`config.mk`:
```
export PLATFORM = sky130hd
export DESIGN_NAME = pc_redirect
export DESIGN_NICKNAME = d
export VERILOG_FILES = /design/src/rtl/pc_redirect.sv
export SDC_FILE = /design/constraint.sdc
export NUM_CORES = 1
export LEC_CHECK = 0
export ABC_AREA = 0
export CORE_UTILIZATION = 40
export CTS_BUF_LIST = sky130_fd_sc_hd__clkbuf_4 sky130_fd_sc_hd__clkbuf_8
export CTS_CLUSTER_SIZE = 20
export DETAILED_ROUTE_END_ITERATION = 10
export PLACE_DENSITY = 0.65
export SETUP_SLACK_MARGIN = 0.02
export SLEW_MARGIN = 20
export SYNTH_ARGS = -nofsm -noshare
export SYNTH_HDL_FRONTEND = slang
export SYNTH_SLANG_ARGS = --single-unit
```
`constraint.sdc`:
```
create_clock -name clk -period 5.2 [get_ports clk]
set_input_delay 1.04 -clock clk [delete_from_list [all_inputs] [get_ports clk]]
set_output_delay 1.04 -clock clk [all_outputs]
set_load 0.05 [all_outputs]
```
`src/rtl/pc_redirect.sv`:
```
// Fetch-PC generator with EX-stage redirect handling.
// Tracks the fetch address and turns taken branches, JAL and JALR in EX into
// a one-cycle pipeline flush. A misaligned taken target parks the block in
// HALT with a trap pulse until the next reset.
module pc_redirect #(
    parameter logic [31:0] RESET_PC = 32'h0000_0000
) (
    input  logic        clk,
    input  logic        rst_n,
    input  logic        stall,
    input  logic        imem_ready,
    input  logic        ex_valid,
    input  logic        ex_is_branch,
    input  logic        ex_is_jal,
    input  logic        ex_is_jalr,
    input  logic        ex_branch,
    input  logic [31:0] ex_pc,
    input  logic [31:0] ex_imm,
    input  logic [31:0] ex_rs1,
    output logic [31:0] pc,
    output logic        pc_valid,
    output logic        flush_if_id,
    output logic        flush_id_ex,
    output logic        misalign_trap,
    output logic [31:0] trap_pc,
    output logic [15:0] redirect_count
);

    typedef enum logic [1:0] {
        RUN   = 2'd0,
        FLUSH = 2'd1,
        HALT  = 2'd2
    } state_t;

    state_t      r_state;
    state_t      w_nextState;
    logic [31:0] r_pc;
    logic        r_pcValid;
    logic        r_flush;
    logic        r_trap;
    logic [31:0] r_trapPc;
    logic [15:0] r_count;

    logic [31:0] w_seqTarget;
    logic [31:0] w_jalrTarget;
    logic [31:0] w_target;
    logic        w_taken;
    logic [31:0] w_nextPc;
    logic [31:0] w_nextTrapPc;
    logic [15:0] w_nextCount;
    logic        w_nextTrap;

    // Redirect target and taken decision; JALR wins over JAL, which shares the branch adder.
    always_comb begin
        w_seqTarget  = ex_pc + ex_imm;
        w_jalrTarget = (ex_rs1 + ex_imm) & ~32'h1;
        w_target     = ex_is_jalr ? w_jalrTarget : w_seqTarget;
        w_taken      = ex_valid & (ex_is_jal | ex_is_jalr | (ex_is_branch & ex_branch));
    end

    // Next-state and next-register values; pc only advances once a valid fetch has been presented.
    always_comb begin
        w_nextState  = r_state;
        w_nextPc     = r_pc;
        w_nextTrapPc = r_trapPc;
        w_nextCount  = r_count;
        w_nextTrap   = 1'b0;
        case (r_state)
            RUN: begin
                if (w_taken) begin
                    if (w_target[1:0] == 2'b00) begin
                        w_nextState = FLUSH;
                        w_nextPc    = w_target;
                        w_nextCount = r_count + 16'd1;
                    end else begin
                        w_nextState  = HALT;
                        w_nextTrap   = 1'b1;
                        w_nextTrapPc = ex_pc;
                    end
                end else if (!stall && imem_ready && r_pcValid) begin
                    w_nextPc = r_pc + 32'd4;
                end
            end
            FLUSH: begin
                w_nextState = RUN;
            end
            HALT: begin
                w_nextState = HALT;
            end
            default: begin
                w_nextState = RUN;
            end
        endcase
    end

    // State and registered outputs; reset clears every flag immediately.
    always_ff @(posedge clk or negedge rst_n) begin
        if (!rst_n) begin
            r_state   <= RUN;
            r_pc      <= RESET_PC;
            r_pcValid <= 1'b0;
            r_flush   <= 1'b0;
            r_trap    <= 1'b0;
            r_trapPc  <= 32'h0;
            r_count   <= 16'h0;
        end else begin
            r_state   <= w_nextState;
            r_pc      <= w_nextPc;
            r_pcValid <= (w_nextState == RUN);
            r_flush   <= (w_nextState != RUN);
            r_trap    <= w_nextTrap;
            r_trapPc  <= w_nextTrapPc;
            r_count   <= w_nextCount;
        end
    end

    assign pc             = r_pc;
    assign pc_valid       = r_pcValid;
    assign flush_if_id    = r_flush;
    assign flush_id_ex    = r_flush;
    assign misalign_trap  = r_trap;
    assign trap_pc        = r_trapPc;
    assign redirect_count = r_count;

endmodule

```
Word-level counts from Yosys, hierarchy flattened
Index checks and enable logic that the tools add are counted.
Cells by class
  add/sub/neg operators: 4
  eq/ne operators: 2
  multiplexer cells: 10
  bitwise operators: 5
  reductions and logical operators: 11
Operators with widths (count)
  $mux 32: 4
  $add 32x32->32: 2
  $add 32x3->32 const B: 1
  $add 16x1->16 const B: 1
  $reduce_and 3->1: 3
  $logic_not 2->1: 3
  $mux 2: 2
  $pmux 2 s2: 1
  $reduce_bool 2->1: 2
  $mux 1: 3
  $and 1x1->1: 2
  $eq 2x2->1 const B: 1
  $logic_and 1x1->1: 2
  $ne 2x1->1 const B: 1
  $or 1x1->1: 2
  $logic_not 1->1: 1
  $not 1->1: 1
Word-level totals
  flip-flop bits (word level): 85
  input bits: 105
  output and inout bits: 84
  logic and storage cells: 39

Longest topological paths before layout
Gate-level depths: netlist of run 1.
  word-level depth: 7
  gate-level depth with buffers: 13
  gate-level depth less buffers: 13

Worst setup path after synthesis of run 1
OpenSTA, ideal clock, no wires.
  kind: input to register
  start point: input port ex_imm[0]
  end point: register r_pc[28], in the netlist pc[28]
  data arrival time: 3.677 ns
  data required time: 5.076 ns
  slack: 1.400 ns
  stages on the path: 13
  buffers on the path: 0
  cells stage by stage: and2_1 fa_1 a21oi_1 o22a_2 o21ai_2 o41a_1 a21bo_2 a2111oi_4 o31ai_1 a221oi_2 a21oi_1 xnor2_1 o21ai_1
On the way
  longest elaborated chain between the ends: 5
RTL lines
  start: declaration: RTL line 18  | input logic [31:0] ex_imm,
  $add 32x32->32, on equally long branches: RTL line 55, 56
  $mux 32 (*): RTL line 57  | w_target = ex_is_jalr ? w_jalrTarget : w_seqTarget;
  $logic_not 2->1: RTL line 71  | if (w_target[1:0] == 2'b00) begin
  $ne 2x1->1 (no source line)
  $reduce_and 3->1 (no source line)
  end signal: assignment: RTL line 108  | r_pc <= w_nextPc;
  end: declaration: RTL line 37  | logic [31:0] r_pc;
Every way passes the cells marked *; elsewhere a longest branch is shown, timed or not. The select of a mux whose other input is x is not followed.
A chain may end at the register's enable or synchronous reset.

Final worst setup path of run 1
  start point: input port ex_imm[0]
  end point: register r_pc[30], in the netlist pc[30]
Same word-level chain as after synthesis.

==> results.yml, run 1 <==
outcome:
  status: "finished clean"
power:
  max-vdd-ir-drop_v: 0.0003990
  pwr-share-seq_pct: 28.0
  leakage_nw: 4.001
  pwr_density_cell_mw_per_mm2: 440.2
  pwr-share-comb_pct: 59.8
  p_int_w: 0.002032
  switchingPower_w: 0.002143
  switching_share_pct: 51.33
  power.share.clock_pct: 12.2
drt:
  ant_nets: 0
  post_drt_via_cell_ratio: 5.546
  wl_per_cell_um: 16.92
  dr.pass1.iters: 5
  drt_iter0_markers: 428
  drc: 0
  wirelength_mm: 21.11
  vias: 6921
grt:
  grt_usage_pct: 23.37
  grt_max_degree: 62
  grt_pass1_wl_mm: 33.82
  grt_overflow: 0
  grt_pass1_vias: 6573
  antenna_found_initial: 0
yosys:
  yosys.area.top_type: "dfrtp_1"
  postSynthCellCount: 842
  ys_seq_elements: 85
  yosysTopAreaCellShare_pct: 29.61
  synth.cells.most_frequent: "90 x a21oi_1, 85 x dfrtp_1, 68 x nand2_1, 63 x ha_1, 62 x nor2_1"
  synth-edff-count: 0
  synthDistinctLibCells: 65
  avgSynthCellArea_um2: 8.533
  async_flop_share_pct: 100.0
  yosys_most_used_dff: "dfrtp_1"
  yosysSeqAreaShare_pct: 29.61
  synth_most_common_cell: "a21oi_1"
  synthesis.nets: 1012
  syn_area_mm2: 0.007184
  ys_warn_count: 0
  ys_top_cells_by_area: "dfrtp_1 30%, ha_1 11%, a21oi_1 6.3%, xnor2_1 5.1%, mux2_2 5.0%"
timing:
  clock_skew_ps: 15.65
  slew_headroom_pct: 40.72
  max_freq_ghz: 0.2322
  tightest_slew_ps: 889.2
  setup_tns_ps: 0
  hold_viol_final: 0
  rsz0062_at_grt: "false"
  drv_slew: 0
  fin_crit_ps: 4307
  setup_viol: 0
  fin_crit_sh_pct: 82.82
final_layout:
  fin_util_pct: 54.46
  fin_nets: 1188
  insertedDiodeCount: 0
  syn_to_final_growth_pct: 32.03
  ff_latch_area_mm2: 0.002127
  fill_cells: 1675
  multi_input_area_mm2: 0.004882
  drive_gt1_share_pct: 6.843
placement:
  place_congestion: 0.8696
  port_buffers: 188
  dp_hpwl_mm: 16.37
setup_path:
  worstPathRequired_ps: 5480
  crit_chain: "clkdlybuf4s50_1, ha_1, fa_1, a211oi_1, o21ai_1, a311oi_1, o21ai_1, nor3b_1, a2111oi_0, xor2_1, nor3_1, o21ai_1, o211ai_1"
  critPathMostFrequentCell: "o21ai_1"
  worstPathArrival_ps: 4590
  r2r_slack_ps: 1920
  worst-path-max-fanout: 4
  cpMaxStageDelayCell: "a311oi_1"
  reg2reg_depth: 12
  cp_slowest_stage_delay_ps: 490
  startpoint_type: "input port"
  critPathCaptureType: "register"
  critical_path_class: "in -> reg"
cts:
  h-tree-depth: 3
  cts_inserted_buffers: 9
  clock_path_buffers: 2
  cts.sinks: 85
  clock-root-buffer: "clkbuf_8"
  tritoncts: "built"
  clkTransAtPathRegs_ps: 110
  postCtsHoldBufs: 0
  cts_resized: 0
  clk_latency_ps: 400
  post-cts-setup-buffer-count: 0
worst_hold_path:
  hold_path.class: "reg -> reg"
  holdPathStages: 1
die:
  dieWidth_um: 136.0
  die_h_um: 136.0
  start_util_pct: 41.25
  coreArea_mm2: 0.01742
  ios: 189
  die_area_mm2: 0.01850
  rows: 48
flow_run:
  maxCapViolCount: 0
## power by group through the flow
stage	registers [W]	logic [W]	clock network [W]
2_1_floorplan	0.00206	0.000732	0
3_3_place_gp	0.00117	0.00249	0
3_5_place_dp	0.00118	0.00250	0
4_1_cts	0.00117	0.00250	0.000533
5_1_grt	0.00122	0.00264	0.000549
6_report	0.00117	0.00249	0.000510
## cell type report
cell class | count | share of cell area, %
multi-input combinational | 710 | 51.47
sequential | 85 | 22.42
timing repair buffer | 196 | 20.39
tap | 225 | 2.968
clock buffer | 9 | 1.306
clock inverter | 7 | 0.8046
inverter | 16 | 0.6332
## final timing paths
path                                    end       start
worst min-delay path             r_state[1]  r_state[0]
min in group asynchronous        trap_pc[9]       rst_n
worst max-delay path                 pc[30]   ex_imm[0]
worst min register to register   r_state[1]  r_state[0]
max in group asynchronous       trap_pc[31]       rst_n
worst max register to register       pc[30]       pc[2]
## cells in the final DEF, fill, tap and decap left out, types with 7 or more instances in the layout
| cell type | instances |
|---|---|
| o21bai_1 | 10 |
| inv_1 | 16 |
| o21ai_0 | 49 |
| a211oi_1 | 13 |
| xnor2_1 | 42 |
| o21ai_1 | 16 |
| nor3_1 | 30 |
| and2_1 | 7 |
| xor2_1 | 31 |
| a21o_1 | 34 |
| ha_1 | 63 |
| nand2_1 | 68 |
| clkdlybuf4s50_1 | 186 |
| and3_1 | 12 |
| nand4_1 | 9 |
| dfrtp_1 | 85 |
| clkbuf_8 | 9 |
| buf_4 | 9 |
| nand3_1 | 31 |
| mux2_2 | 32 |
| a31oi_1 | 12 |
| a21oi_1 | 90 |
| nor2_1 | 62 |
## metal layers
layer	vias to the layer above	share of wire [%]	track usage [%]
met5	-	0	0
met4	0	1.9	8.272
met3	27	5.0	3.057
met2	202	45	37.08
met1	3214	48	32.36
li1	3478	-	-
## flip-flops by register name, indices dropped and copies added (netlist names)
name            flops
flush_id_ex         1
misalign_trap       1
pc                 32
pc_valid            1
r_state             2
redirect_count     16
trap_pc            32
## cell families after synthesis
family                   count (synthesis)  share of synthesized area [%]
adder cells (fa/ha/maj)                 65                          11.53
buffers and inverters                   47                          2.508
XOR/XNOR                                73                          8.899
flip-flops                              85                          29.61
multiplexers                            33                          5.155
AO/OA/AOI/OAI                          290                          25.91
AND/OR/NAND/NOR                        249                          16.39
## critical path: cells and delay by family
| kind | cells | cell delay, ps |
|---|---|---|
| AOI/OAI and AO/OA | 7 | 1980 |
| adders and majority gates | 2 | 670 |
| buffers and inverters | 1 | 440 |
| and+or+nand+nor | 2 | 280 |
| xor gates and xnor gates | 1 | 180 |
## through the flow
step	setup slack (ps)	instance area, um2	std cells	total power, W	hold slack [ps]
floorplan	1400	7184	842	0.002793	420.9
global placement	624.5	9285	1232	0.003662	436.2
detailed placement	518.6	9285	1232	0.003678	432.8
CTS	962.2	9485	1248	0.004204	446.9
global route	588.5	9485	1248	0.004408	483.5
finish	893.4	9485	1248	0.004175	444.6
Power figures use the tool's default switching activity.
==> run 2, diff against run 1 <==
==> constraint.sdc (replaced) <==
create_clock -name clk -period 4.01 [get_ports clk]
set_input_delay 0.802 -clock clk [delete_from_list [all_inputs] [get_ports clk]]
set_output_delay 0.802 -clock clk [all_outputs]
set_load 0.05 [all_outputs]
==> run 2 against run 1 <==
Effect of this change:
- clock skew decreased by 3.1 ps
- global-route usage increased by 0.37 points
- register-to-register slack got worse by 960 ps
- combinational power increased by 33%
- sequential share of layout area decreased by 0.85 points
- wire length increased by 1.5%
- die area unchanged
- via count increased by 3.1%
- cell count increased by 3.4%
- clock power increased by 37%
- critical path type unchanged
==> results.yml, run 2 (synthesized netlist as in run 1, its figures left out) <==
outcome:
  status: "finished clean"
die:
  ios: 189
  die_h_um: 136.0
  rows: 48
  start_util_pct: 41.25
  die_area_mm2: 0.01850
  dieWidth_um: 136.0
  coreArea_mm2: 0.01742
timing:
  hold_viol_final: 0
  setup_viol: 0
  rsz0062_at_grt: "true"
  max_freq_ghz: 0.2584
  slew_headroom_pct: 54.07
  tightest_slew_ps: 689.0
  fin_crit_sh_pct: 96.50
  whs_ps: 453.7
  fin_crit_ps: 3870
  clock_skew_ps: 12.58
  drv_slew: 0
placement:
  port_buffers: 188
  place_congestion: 0.9163
  placed_cell_area_mm2: 0.009593
  dpl.cell_count: 1273
  dp_hpwl_mm: 16.85
drt:
  dr.pass1.iters: 4
  post_drt_via_cell_ratio: 5.527
  drc: 0
  vias: 7136
  wirelength_mm: 21.42
  drt_iter0_markers: 329
  wl_per_cell_um: 16.59
  ant_nets: 0
power:
  pwr-share-comb_pct: 60.0
  max-vdd-ir-drop_v: 0.0004898
  switching_share_pct: 50.39
  pwr_density_cell_mw_per_mm2: 560.5
  p_int_w: 0.002741
  power.share.clock_pct: 12.7
  leakage_nw: 4.223
  pwr-share-seq_pct: 27.3
  switchingPower_w: 0.002784
setup_path:
  worstPathArrival_ps: 4150
  critPathCaptureType: "register"
  worstPathRequired_ps: 4290
  crit_chain: "clkdlybuf4s50_1, and2_1, fa_1, a21oi_2, o22a_2, o21ai_2, o41a_1, a21bo_2, a2111oi_4, o31ai_4, a221oi_2, a21oi_1, xnor2_1, o21ai_1"
  worst-path-max-fanout: 3
  critical_path_class: "in -> reg"
  reg2reg_depth: 10
  startpoint_type: "input port"
  cp_slowest_stage_delay_ps: 440
  cpMaxStageDelayCell: "clkdlybuf4s50_1"
cts:
  clock-root-buffer: "clkbuf_8"
  h-tree-depth: 3
  cts_inserted_buffers: 9
  tritoncts: "built"
  cts.sinks: 85
  clk_latency_ps: 390
  clkTransAtPathRegs_ps: 100
  postCtsHoldBufs: 0
  clock_path_buffers: 2
grt:
  grt_usage_pct: 23.74
  grt_use_met3_pct: 3.430
  gr-max-usage-layer: "met2"
  grt_pass1_wl_mm: 34.71
  grt_overflow: 0
  grtUsageMet1_pct: 32.22
  grtUsageMet2_pct: 39.20
  grt_pass1_vias: 6893
  grt_max_degree: 56
  antenna_found_initial: 0
worst_hold_path:
  hold_path.class: "in -> async"
final_layout:
  final_area_mm2: 0.009858
  fin_util_pct: 56.60
  layout_commonest_cell: "clkdlybuf4s50_1"
  fill_cells: 1612
  syn_to_final_growth_pct: 37.22
  insertedDiodeCount: 0
  final_cell_mix: "186 x clkdlybuf4s50_1, 89 x a21oi_1, 85 x dfrtp_1, 68 x nand2_1, 63 x ha_1"
  drive_gt1_share_pct: 11.16
  final_cell_count_no_fill: 1291
  fin_nets: 1231
flow_run:
  maxCapViolCount: 0
[run 2: cell types whose count changed in the layout (fill, tap and decap cells not counted), moves of 2 or more]
cell	change
buf_4	+43
a211oi_1	-2
a211oi_2	+2
clkinv_4	-2
inv_6	+2
[run 2: repair_timing]
item,4_1_cts,5_1_grt
endpoints found under the setup margin,0,8
endpoints found under the hold margin,0,0
buffers inserted,0,2
resized for setup,0,7
[run 2: area by class of cell]
class                   count  area, um2  area share, %
clock inverters             7      86.33         0.8757
repair buffers            239       2257          22.90
inverters                  16      60.06         0.6092
well taps                 225      281.5          2.856
flip-flops and latches     85       2127          21.58
multi-input cells         710       4922          49.93
clock buffers               9      123.9          1.257
[run 2: routing by layer]
metal  share of wire [%]  wire length (um)  vias to the layer above
li1                    -                 -                     3565
met1                  47             10060                     3364
met2                  47             10020                      185
met3                 4.7              1003                       22
met4                 1.6               341                        0
met5                   0                 0                        -
[run 2: worst max-delay path: cells and delay by family]
kind	cells	cell delay (ps)
and+or+nand+nor	1	180
xor gates and xnor gates	1	170
AOI/OAI and AO/OA	10	2150
buffers and inverters	1	440
adders and majority gates	1	400
[run 2: path summary, 6_finish.rpt]
kind | start | end | slack (ps)
setup / recovery | ex_imm[0] | pc[28] | 140
hold / removal | rst_n | trap_pc[14] | 450
setup reg to reg | pc[2] | pc[29] | 960
hold reg to reg | r_state[0] | r_state[1] | 450
max in group asynchronous | rst_n | pc[18] | 2800
min in group clk | r_state[0] | r_state[1] | 450
[run 2: power groups by stage]
stage | clock network [W] | logic (W) | registers (W)
after floorplan | 0 | 0.000949 | 0.00267
after global placement | 0 | 0.00328 | 0.00151
after detailed placement | 0 | 0.00330 | 0.00153
after CTS | 0.000730 | 0.00331 | 0.00151
after global routing | 0.000755 | 0.00351 | 0.00157
final | 0.000699 | 0.00332 | 0.00151
[run 2: stage by stage]
step                      setup slack (ps)  setup TNS [ps]  total power, W
after floorplan                      447.5               0        0.003622
after global placement              -283.0           -1445        0.004795
after detailed placement            -366.1           -1925        0.004829
after CTS                            58.70               0        0.005551
after global routing                -15.99          -15.99        0.005835
final                                140.2               0        0.005526
==> run 3, diff against run 2 <==
--- a/config.mk
+++ b/config.mk
@@ -10,6 +10,7 @@
 export CTS_BUF_LIST = sky130_fd_sc_hd__clkbuf_4 sky130_fd_sc_hd__clkbuf_8
 export CTS_CLUSTER_SIZE = 20
 export DETAILED_ROUTE_END_ITERATION = 10
+export MAX_ROUTING_LAYER = met4
 export PLACE_DENSITY = 0.65
 export SETUP_SLACK_MARGIN = 0.02
 export SLEW_MARGIN = 20
==> run 3 against run 2 <==
Effect of this change:
- global-route usage rose by 0.72 points
- non-clock buffer count did not move
- sequential power barely moved
==> results.yml, run 3 (synthesized netlist as in run 1, its figures left out) <==
drt:
  ant_nets: 0
  drc: 0
  post_drt_via_cell_ratio: 5.499
  drt_iter0_markers: 403
  wl_per_cell_um: 16.81
  dr.pass1.iters: 6
  wirelength_mm: 21.70
  vias: 7099
final_layout:
  fin_util_pct: 56.46
  final_area_mm2: 0.009833
  final_cell_mix: "186 x clkdlybuf4s50_1, 88 x a21oi_1, 85 x dfrtp_1, 68 x nand2_1, 63 x ha_1"
  drive_gt1_share_pct: 11.16
  fin_nets: 1231
  syn_to_final_growth_pct: 36.87
  insertedDiodeCount: 0
  layout_commonest_cell: "clkdlybuf4s50_1"
timing:
  whs_ps: 426.7
  fin_crit_sh_pct: 95.56
  clock_skew_ps: 12.26
  tightest_slew_ps: 692.1
  max_freq_ghz: 0.2610
  fin_ws_ps: 178.1
  fin_crit_ps: 3832
  rsz0062_at_grt: "true"
  hold_viol_final: 0
  drv_slew: 0
  slew_headroom_pct: 53.86
  setup_viol: 0
placement:
  place_congestion: 0.9292
  dp_slack_ps: -370.3
  dp_hpwl_mm: 16.83
  placed_cell_area_mm2: 0.009608
  port_buffers: 188
die:
  dieWidth_um: 136.0
  rows: 48
  ios: 189
  start_util_pct: 41.25
  die_area_mm2: 0.01850
  die_h_um: 136.0
  coreArea_mm2: 0.01742
cts:
  clock-root-buffer: "clkbuf_8"
  cts_inserted_buffers: 9
  h-tree-depth: 3
  postCtsHoldBufs: 0
  clk_latency_ps: 400
  clock_path_buffers: 2
  cts.sinks: 85
  clkTransAtPathRegs_ps: 110
  tritoncts: "built"
grt:
  grt_max_degree: 56
  antenna_found_initial: 0
  grt_overflow: 0
  grt_pass1_wl_mm: 34.57
  grt_pass1_vias: 6907
  grt_usage_pct: 24.46
setup_path:
  crit_end: "pc[28]"
  rr_startpoint: "pc[4]"
  critical_path_class: "in -> reg"
  r2r_end: "pc[29]"
  worstPathRequired_ps: 4300
  r2r_slack_ps: 1020
  crit_start: "ex_imm[0]"
  worst-path-max-fanout: 3
  startpoint_type: "input port"
  reg2reg_depth: 10
  critPathCaptureType: "register"
  worstPathArrival_ps: 4120
power:
  switchingPower_w: 0.002810
  max-vdd-ir-drop_v: 0.0004890
  switching_share_pct: 51.14
  pwr_density_cell_mw_per_mm2: 558.8
  leakage_nw: 4.217
  p_int_w: 0.002685
  power.share.clock_pct: 12.2
  pwr-share-comb_pct: 60.3
  pwr-share-seq_pct: 27.4
outcome:
  status: "finished clean"
worst_hold_path:
  hold_path.class: "in -> async"
flow_run:
  maxCapViolCount: 0
run 3: layout make-up:
| type | count | area, um2 |
|---|---|---|
| clock buffers | 9 | 123.9 |
| clock inverters | 7 | 73.82 |
| fillers | 1636 | 7584 |
| inverters | 16 | 60.06 |
| multi-input cells | 710 | 4910 |
| flip-flops and latches | 85 | 2127 |
| well taps | 225 | 281.5 |
| repair buffers | 239 | 2257 |
run 3: power groups by stage:
| stage | logic (W) | registers (W) | clock network (W) |
|---|---|---|---|
| 5_1_grt | 0.00349 | 0.00157 | 0.000721 |
| 6_report | 0.00332 | 0.00151 | 0.000672 |
| 2_1_floorplan | 0.000949 | 0.00267 | 0 |
| 4_1_cts | 0.00332 | 0.00151 | 0.000696 |
| 3_5_place_dp | 0.00331 | 0.00153 | 0 |
| 3_3_place_gp | 0.00329 | 0.00151 | 0 |
run 3: worst min-delay path by stage:
| stage | from | to | slack (ps) | cells past startpoint |
|---|---|---|---|---|
| finish | rst_n | trap_pc[13] | 430 | 1 |
| global route | rst_n | trap_pc[13] | 460 | 1 |
| CTS | rst_n | trap_pc[14] | 440 | 1 |
| detailed placement | r_state[0] | r_state[1] | 440 | 1 |
| global placement | r_state[0] | r_state[1] | 430 | 1 |
| floorplan | r_state[0] | r_state[1] | 420 | 1 |
run 3: stage by stage:
step | setup TNS, ps | std cells | power, W
2_1_floorplan | 0 | 842 | 0.003622
3_3_place_gp | -1385 | 1275 | 0.004798
3_5_place_dp | -1968 | 1275 | 0.004832
4_1_cts | 0 | 1291 | 0.005520
5_1_grt | -0.2185 | 1291 | 0.005780
6_report | 0 | 1291 | 0.005494
run 3: metal layers:
metal  part of all wire [%]  vias up  track usage, %
li1                       -     3565               -
met5                      0        -               -
met2                     47      210           40.27
met1                     47     3301           31.45
met4                    1.5        0           6.543
met3                    4.7       23           3.132
run 3: timing repair:
action / 4_1_cts / 5_1_grt
hold endpoints to repair: 0 / 0
setup endpoints to repair: 0 / 8
gates resized for setup: 0 / 6
setup buffers: 0 / 0
run 3: worst max-delay path, cell delays in order:
cell and delay, ps:
clkdlybuf4s50_1 420, and2_1 170, fa_1 400, a21oi_2 190, o22a_2 210, o21ai_2 80
o41a_1 360, a21bo_2 250, a2111oi_4 250, o31ai_2 160, a221oi_2 370, a21oi_1 130
xnor2_1 220, o21ai_1 80
